File: config.mk
export PLATFORM = sky130hd
export DESIGN_NAME = shift_unit
export DESIGN_NICKNAME = d
export VERILOG_FILES = /design/src/rtl/shift_unit.sv
export SDC_FILE = /design/constraint.sdc
export NUM_CORES = 1
export LEC_CHECK = 0
export CORE_MARGIN = 2
export CORE_UTILIZATION = 56
export DETAILED_ROUTE_END_ITERATION = 8
export GPL_TIMING_DRIVEN = 1
export PLACE_DENSITY = 0.87
export SLEW_MARGIN = 20
export SYNTH_ARGS = -nofsm -noshare
export SYNTH_HDL_FRONTEND = slang
export SYNTH_SLANG_ARGS = --single-unit
File: constraint.sdc
create_clock -name clk -period 6.7 [get_ports clk]
set_clock_uncertainty 0.1 [all_clocks]
set_input_delay 2.01 -clock clk [delete_from_list [all_inputs] [get_ports clk]]
set_output_delay 2.01 -clock clk [all_outputs]
set_load 0.1 [all_outputs]
File: src/rtl/shift_unit.sv
// Execute-stage sequencer around an external 16-bit funnel shifter. It runs a single-cycle
// shift, or an iterative rotate-through-carry, and returns the result with C/Z/N flags.
module shift_unit (
    input  logic        clk,
    input  logic        reset,
    input  logic        req_valid,
    output logic        req_ready,
    input  logic [3:0]  req_op,
    input  logic [15:0] req_data,
    input  logic [7:0]  req_count,
    input  logic        req_cin,
    output logic [15:0] sh_in,
    output logic [2:0]  sh_mode,
    output logic [3:0]  sh_n,
    input  logic [15:0] sh_out,
    output logic        res_valid,
    input  logic        res_ready,
    output logic [15:0] res_data,
    output logic        res_c,
    output logic        res_z,
    output logic        res_n
);

    typedef enum logic [1:0] {IDLE, SHIFT, RCSTEP, DONE} state_t;

    localparam logic [3:0] OP_RCR = 4'b1011;
    localparam logic [3:0] OP_RCL = 4'b1111;

    state_t      state_q, state_d;
    logic [3:0]  op_q, op_d;
    logic [15:0] data_q, data_d;
    logic [7:0]  cnt_q, cnt_d;
    logic        c_q, c_d;
    logic        res_valid_q, res_valid_d;
    logic [15:0] res_data_q, res_data_d;
    logic        res_c_q, res_c_d;
    logic        res_z_q, res_z_d;
    logic        res_n_q, res_n_d;

    logic        req_is_rc;
    logic [7:0]  req_k;
    logic [2:0]  mode;
    logic [3:0]  idx_r, idx_l;
    logic [15:0] shift_res;
    logic        shift_c;

    assign req_is_rc = (req_op == OP_RCR) || (req_op == OP_RCL);
    assign req_k     = req_count % 8'd17;
    // op[3]=1 codes reaching SHIFT are nops; they drive the shifter as a pass-through
    assign mode      = op_q[3] ? 3'b000 : op_q[2:0];
    assign idx_r     = cnt_q[3:0] - 4'd1;
    assign idx_l     = 4'(5'd16 - {1'b0, cnt_q[3:0]});

    // Result/carry of the SHIFT cycle; only meaningful while the shifter is driven.
    always_comb begin
        shift_res = data_q;
        shift_c   = c_q;
        if (cnt_q != 8'd0) begin
            case (mode)
                3'b001: begin
                    if (cnt_q < 8'd16) begin
                        shift_res = sh_out;
                        shift_c   = data_q[idx_r];
                    end else begin
                        shift_res = 16'h0000;
                        shift_c   = (cnt_q == 8'd16) ? data_q[15] : 1'b0;
                    end
                end
                3'b010: begin
                    if (cnt_q < 8'd16) begin
                        shift_res = sh_out;
                        shift_c   = data_q[idx_r];
                    end else begin
                        shift_res = {16{data_q[15]}};
                        shift_c   = data_q[15];
                    end
                end
                3'b101, 3'b110: begin
                    if (cnt_q < 8'd16) begin
                        shift_res = sh_out;
                        shift_c   = data_q[idx_l];
                    end else begin
                        shift_res = 16'h0000;
                        shift_c   = (cnt_q == 8'd16) ? data_q[0] : 1'b0;
                    end
                end
                3'b011: begin
                    shift_res = (cnt_q[3:0] == 4'd0) ? data_q : sh_out;
                    shift_c   = shift_res[15];
                end
                3'b111: begin
                    shift_res = (cnt_q[3:0] == 4'd0) ? data_q : sh_out;
                    shift_c   = shift_res[0];
                end
                default: begin
                    shift_res = data_q;
                    shift_c   = c_q;
                end
            endcase
        end
    end

    always_comb begin
        state_d     = state_q;
        op_d        = op_q;
        data_d      = data_q;
        cnt_d       = cnt_q;
        c_d         = c_q;
        res_valid_d = res_valid_q;
        res_data_d  = res_data_q;
        res_c_d     = res_c_q;
        res_z_d     = res_z_q;
        res_n_d     = res_n_q;
        sh_in       = 16'h0000;
        sh_mode     = 3'b000;
        sh_n        = 4'd0;

        case (state_q)
            IDLE: begin
                if (req_valid) begin
                    op_d   = req_op;
                    data_d = req_data;
                    c_d    = req_cin;
                    if (req_is_rc) begin
                        cnt_d   = req_k;
                        state_d = (req_k == 8'd0) ? DONE : RCSTEP;
                    end else begin
                        cnt_d   = req_count;
                        state_d = SHIFT;
                    end
                end
            end
            SHIFT: begin
                sh_in   = data_q;
                sh_mode = mode;
                sh_n    = cnt_q[3:0];
                data_d  = shift_res;
                c_d     = shift_c;
                state_d = DONE;
            end
            RCSTEP: begin
                if (op_q == OP_RCR)
                    {c_d, data_d} = {data_q[0], c_q, data_q[15:1]};
                else
                    {c_d, data_d} = {data_q[15], data_q[14:0], c_q};
                cnt_d = cnt_q - 8'd1;
                if (cnt_q == 8'd1)
                    state_d = DONE;
            end
            DONE: begin
                // First DONE cycle publishes the result; outputs then hold until taken
                if (!res_valid_q) begin
                    res_valid_d = 1'b1;
                    res_data_d  = data_q;
                    res_c_d     = c_q;
                    res_z_d     = (data_q == 16'h0000);
                    res_n_d     = data_q[15];
                end else if (res_ready) begin
                    res_valid_d = 1'b0;
                    state_d     = IDLE;
                end
            end
            default: state_d = IDLE;
        endcase
    end

    always_ff @(posedge clk) begin
        if (reset) begin
            state_q     <= IDLE;
            op_q        <= 4'h0;
            data_q      <= 16'h0000;
            cnt_q       <= 8'd0;
            c_q         <= 1'b0;
            res_valid_q <= 1'b0;
            res_data_q  <= 16'h0000;
            res_c_q     <= 1'b0;
            res_z_q     <= 1'b0;
            res_n_q     <= 1'b0;
        end else begin
            state_q     <= state_d;
            op_q        <= op_d;
            data_q      <= data_d;
            cnt_q       <= cnt_d;
            c_q         <= c_d;
            res_valid_q <= res_valid_d;
            res_data_q  <= res_data_d;
            res_c_q     <= res_c_d;
            res_z_q     <= res_z_d;
            res_n_q     <= res_n_d;
        end
    end

    assign req_ready = (state_q == IDLE);
    assign res_valid = res_valid_q;
    assign res_data  = res_data_q;
    assign res_c     = res_c_q;
    assign res_z     = res_z_q;
    assign res_n     = res_n_q;

endmodule
Yosys cells after proc, flatten, opt, wreduce, memory -nomap -nowiden
Cells that the tools add are included.
Widths: inputs -> output; s select.
Storage, ports and cells
  bits in registers: 51
  input bits: 49
  output and inout port bits: 44
  logic and storage cells: 100
Operators by class
  add/sub/neg operators: 3
  divide/modulo/power cells: 1
  $lt $le $gt $ge: 3
  equal/unequal tests: 23
  mux-type cells: 38
  bitwise operators: 1
  reductions and logical operators: 19
Operators by type and width (number)
  $mux 16: 7
  $pmux 16 s3: 2
  $logic_not 16->1: 1
  $mux 8: 2
  $pmux 8 s2: 1
  $mux 1: 13
  $eq 4x4->1 const B: 3
  $reduce_and 4->1: 3
  $lt 4x5->1 const B: 2
  $mux 2: 5
  $ne 2x2->1 const B: 5
  $reduce_and 5->1: 2
  $eq 3x3->1 const B: 3
  $bmux 1 s4: 2
  $eq 8x1->1 const B: 1
  $eq 8x5->1 const B: 1
  $logic_not 8->1: 1
  $lt 8x5->1 const B: 1
  $mod 8x5->8 const B: 1
  $pmux 2 s4: 1
  $reduce_bool 8->1: 1
  $sub 8x1->8 const B: 1
  $eq 3x2->1 const B: 2
  $mux 3: 2
  other kinds (20): 25

Longest topological paths before layout
  depth in word-level cells: 7
  mapped depth: 18
  gate-level depth less buffers: 16

Worst setup path after synthesis
Ideal clock, no wire load.
  kind: input port to flip-flop
  start: input req_count[2]
  end: register cnt_q[0]
  setup time: 67 ps
  data arrival time: 5027 ps
  required time: 6533 ps
  path slack: 1505 ps
  cell stages on the path: 18
  buffers on the path: 3
  cells stage by stage: buf_2 buf_2 o22ai_1 a311o_1 clkinv_1 ha_1 o21ai_1 nand4_1 a21o_1 mux2i_1 inv_1 ha_1 nor3b_1 o21a_1 buf_6 or3_1 a211o_1 a21oi_2
Between the ends
  word-level cells in the longest chain between the ends: 4
RTL lines
  start, declared: RTL line 10  | input logic [7:0] req_count,
  $mod 8x5->8: RTL line 48  | assign req_k = req_count % 8'd17;
  $mux 8: RTL line 124  | if (req_is_rc) begin
  $mux 8: RTL line 120  | if (req_valid) begin
  $pmux 8 s2: RTL line 118  | case (state_q)
  end signal, assigned: RTL line 183  | cnt_q <= cnt_d;
  end, declared: RTL line 32  | logic [7:0] cnt_q, cnt_d;
Every way passes these cells. The select of a mux whose other input is x is not followed.
A chain may end at the register's enable or synchronous reset.

Final worst setup path
  start: input req_count[5]
  end: register cnt_q[3]
The elaborated chain is that of the path after synthesis.

==> parameters.txt <==
Parameter                              Value

Run status
  Result of the run ... finished clean

Finish
  Antenna diodes ... 0
  Post-Layout Inst Area ... roughly 5400 sq um
  Layout Nets ... a little over 700
  P&R area growth vs syn ... 22.67%
  Final cell count without fillers ... between 700 and 800
  Total of fill cells in the finished design ... 619
  Layout cells sized above 1 ... 0.09466

Timing
  Setup repair after global routing missed its margin ... false
  Fin. Hold Viols ... 0
  Shortest clock period the worst path allows after layout ... 6074 ps
  Highest clock rate ... roughly 160 MHz
  Max-slew headroom ... 0.2348
  Setup slack after layout ... 626.2 ps
  Setup violations, final ... 0
  Max-slew violation count ... 0
  Accumulated negative setup slack ... 0 ps
  Transition time at the pin with the least slew margin ... ~1100 ps
  Period utilisation layout ... 0.9065

GRT
  GRT Util Overall ... 0.2984
  Grt total ovfl ... 0
  Number of antenna violations at the first check in global routing ... 0
  Pin count of the biggest net entering global routing ... 53
  Wire length of the first global-routing pass ... between 20000 and 25000 um
  Number of global-route vias before repair ... 4413

Drt
  DRT Pass-1 Iters ... 5
  Routed wire length per instance ... between 15 and 20 um
  Sum of routed wire length over all layers ... 12840 um
  Count of routing violations after the opening detailed-route iteration ... a little under 400
  Vias ... approximately 4800
  Antenna viol nets, final ... 0
  DR DRC count ... 0
  Ratio of routed vias to standard cells ... ~6.3

Power and ir drop
  Internal portion of total power ... 979.8 uW
  Power density normalized to cell area ... 394.9 nW/um^2
  Power share of the sequential group ... 0.265
  Net switching power ... 1148 uW
  Max rail drop VDD ... about 0.24 mV
  Leakage dissipation ... around 0.002 uW
  Share of power burned in combinational logic ... 0.645
  Clock network fraction of total power ... 0.090
  Switching fraction of total power ... 0.5395

Worst hold path
  Path category of the worst min-delay check ... flip-flop to flip-flop

Worst setup path
  Maximum fanout along the worst path ... 15
  Largest stage delay, worst path ... ~640 ps
  Kind of capture point of the worst setup path ... flip-flop
  Crit Path Category ... input port to flip-flop
  Top cell by count, worst path ... ha_1
  Buffers and inverters on the worst path ... 3
  Worst path required time ... between 6000 and 7000 ps
  Delay-heaviest family, CP ... compound AO/OA/AOI/OAI gates
  Arrival time at the worst endpoint ... between 6000 and 7000 ps
  Series of cell instances along the critical path ... clkdlybuf4s50_1 -> or2_1 -> nor2_1 -> a311o_1 -> clkinv_1 -> ha_1 -> o21ai_1 -> nand4_1 -> a21o_1 -> mux2i_1 -> inv_1 -> ha_1 -> nor3b_1 -> o21a_1 -> o21ai_0 -> a211o_1 -> a211oi_1
  Slowest stage cell on the critical path ... clkdlybuf4s50_1
  Startpoint class of the critical path ... input port

Logic synthesis
  Number of warnings printed during yosys synthesis ... 0
  Flop and latch count out of synthesis ... 50
  Register area share after synthesis ... 0.2279
  Share of synthesized flip-flops with an asynchronous set or reset ... 0
  Number of synthesized flops with an enable pin ... 0
  Gate Count Post-Synth ... approximately 600
  Cell Area, Synth ... about 4400 sq um
  Most instantiated flip-flop cell in the synthesis netlist ... dfxtp_1
  Nets in the synthesized netlist ... ~660
  Unique masters post-synth ... 72
  Per-instance average area after synthesis ... 7.358 sq um

Placed design
  Port Buffers ... 92
  Weighted congestion reported at the end of routability-driven placement ... around 1
  Post-DP Area ... around 5300 sq um
  Post-detail-place hpwl ... between 9000 and 10000 um
  Dpl cells ... ~750
  Post-placement worst setup slack ... roughly 400 ps

Clocking
  Maximum clock insertion buffer count ... 2
  Post-cts sizing count ... 0
  Number of H-tree levels ... 2
  Clock sink total ... 50
  Clock tree from TritonCTS ... done
  Count of buffers added by post-CTS timing repair for setup ... 0
  Source-to-sink clock delay at the later pin of the worst-skew pair ... roughly 320 ps
  Clock tree root driver cell ... clkbuf_8
  Worst-path clk slew ... about 110 ps
  Inserted Clock Buffers ... 5
  Hold Buf Count CTS ... 0

Flow run
  Reported max-cap violation count ... 0

Die
  Core ar. ... 7647 sq um
  I/O pins ... between 90 and 100
  Die Footprint ... 8569 sq um
  Standard-cell rows ... 32
  Die extent in x ... between 90 and 100 um
  Starting density of the core ... 0.5744
  Vertical die dimension ... between 90 and 100 um
## synthesized netlist by cell type (10+ instances only)
cell type	number	share of area
dfxtp_1	50	0.23
a211oi_1	21	0.036
inv_1	12	0.010
nand3_1	13	0.015
mux2i_1	12	0.027
nand2_1	71	0.061
mux2_2	18	0.046
clkbuf_1	34	0.029
ha_1	12	0.034
nor2_1	65	0.056
a21oi_1	92	0.10
mux4_2	10	0.051
and2_1	23	0.033
o21ai_0	20	0.023
## flip-flops by register name, summed over array words and instances (netlist names)
signal / flops
res_data: 16
data_q: 16
res_c: 1
res_z: 1
op_q: 4
cnt_q: 8
state_q: 2
res_valid: 1
c_q: 1
## layer usage
metal | share of wire | global-route usage | up-vias
li1 | - | - | 2265
met1 | 0.41 | 0.3766 | 2242
met2 | 0.48 | 0.4970 | 237
met3 | 0.066 | 0.05207 | 54
met4 | 0.041 | 0.1368 | 0
met5 | 0 | 0 | -
## through the flow
step | power [uW] | utilization | hold WS (ps)
6_report | 2128 | 0.7047 | 361.4
4_1_cts | 2098 | 0.7040 | 363.9
3_3_place_gp | 1865 | 0.6913 | 341.8
2_1_floorplan | 1584 | - | 352.1
5_1_grt | 2265 | 0.7047 | 383.1
3_5_place_dp | 1904 | 0.6913 | 349.4
## cell usage in the layout, fill, tap and decap left out, types with 13 or more instances in the layout
cell type        netlist  final
a21oi_1               92     92
and2_1                23     23
a211oi_1              21     21
dfxtp_1               50     50
nand2_1               71     71
nor2_1                65     65
o21ai_0               20     20
mux2_2                18     18
clkdlybuf4s50_1        0     91
nand3_1               13     13
## kinds of logic (layout without fill, tap and decap cells)
logic type               Yosys count  after routing  share of synthesized area
buffers and inverters             62            120                    0.05725
AO/OA/AOI/OAI                    187            187                     0.2717
multiplexers                      40             40                     0.1248
adder cells (fa/ha/maj)           12             12                    0.03418
XOR/XNOR                           6              6                    0.01196
flip-flops                        50             50                     0.2279
AND/OR/NAND/NOR                  240            240                     0.2723
## power by group through the flow
stage | Sequential [uW] | Clock, uW | Combinational, uW
after floorplan | 510 | 0 | 1070
after global placement | 553 | 0 | 1310
after detailed placement | 561 | 0 | 1340
after CTS | 553 | 192 | 1350
after global routing | 578 | 205 | 1480
final | 565 | 191 | 1370
## path summary, 6_finish.rpt
path	from	end	slack, ps	cells after the start
setup / recovery	req_count[5]	cnt_q[3]	630	17
hold / removal	res_data[0]	res_data[0]	360	2
setup reg to reg	cnt_q[0]	c_q	3190	11
hold reg to reg	res_data[0]	res_data[0]	360	2
## cell type report
type                    instances  area [sq um]  share of cell area
inverters                      13         48.80            0.009055
clock buffers                   5         68.82             0.01277
multi-input cells             485          3146              0.5837
well taps                     102         127.6             0.02368
repair buffers                 99         968.4              0.1797
clock inverters                 3         28.78            0.005340
flip-flops and latches         50          1001              0.1857
## worst register-to-register path, stage by stage (launching register included)
cell and delay (ps):
dfxtp_1 750, inv_1 180, ha_1 550, mux4_2 560
mux4_2 480, nand2_1 90, nand2_1 50, a21oi_1 170
o41ai_1 110, a21oi_1 150, a211o_1 140, a21oi_1 60
Note: power is estimated with default switching activity, not from simulation.
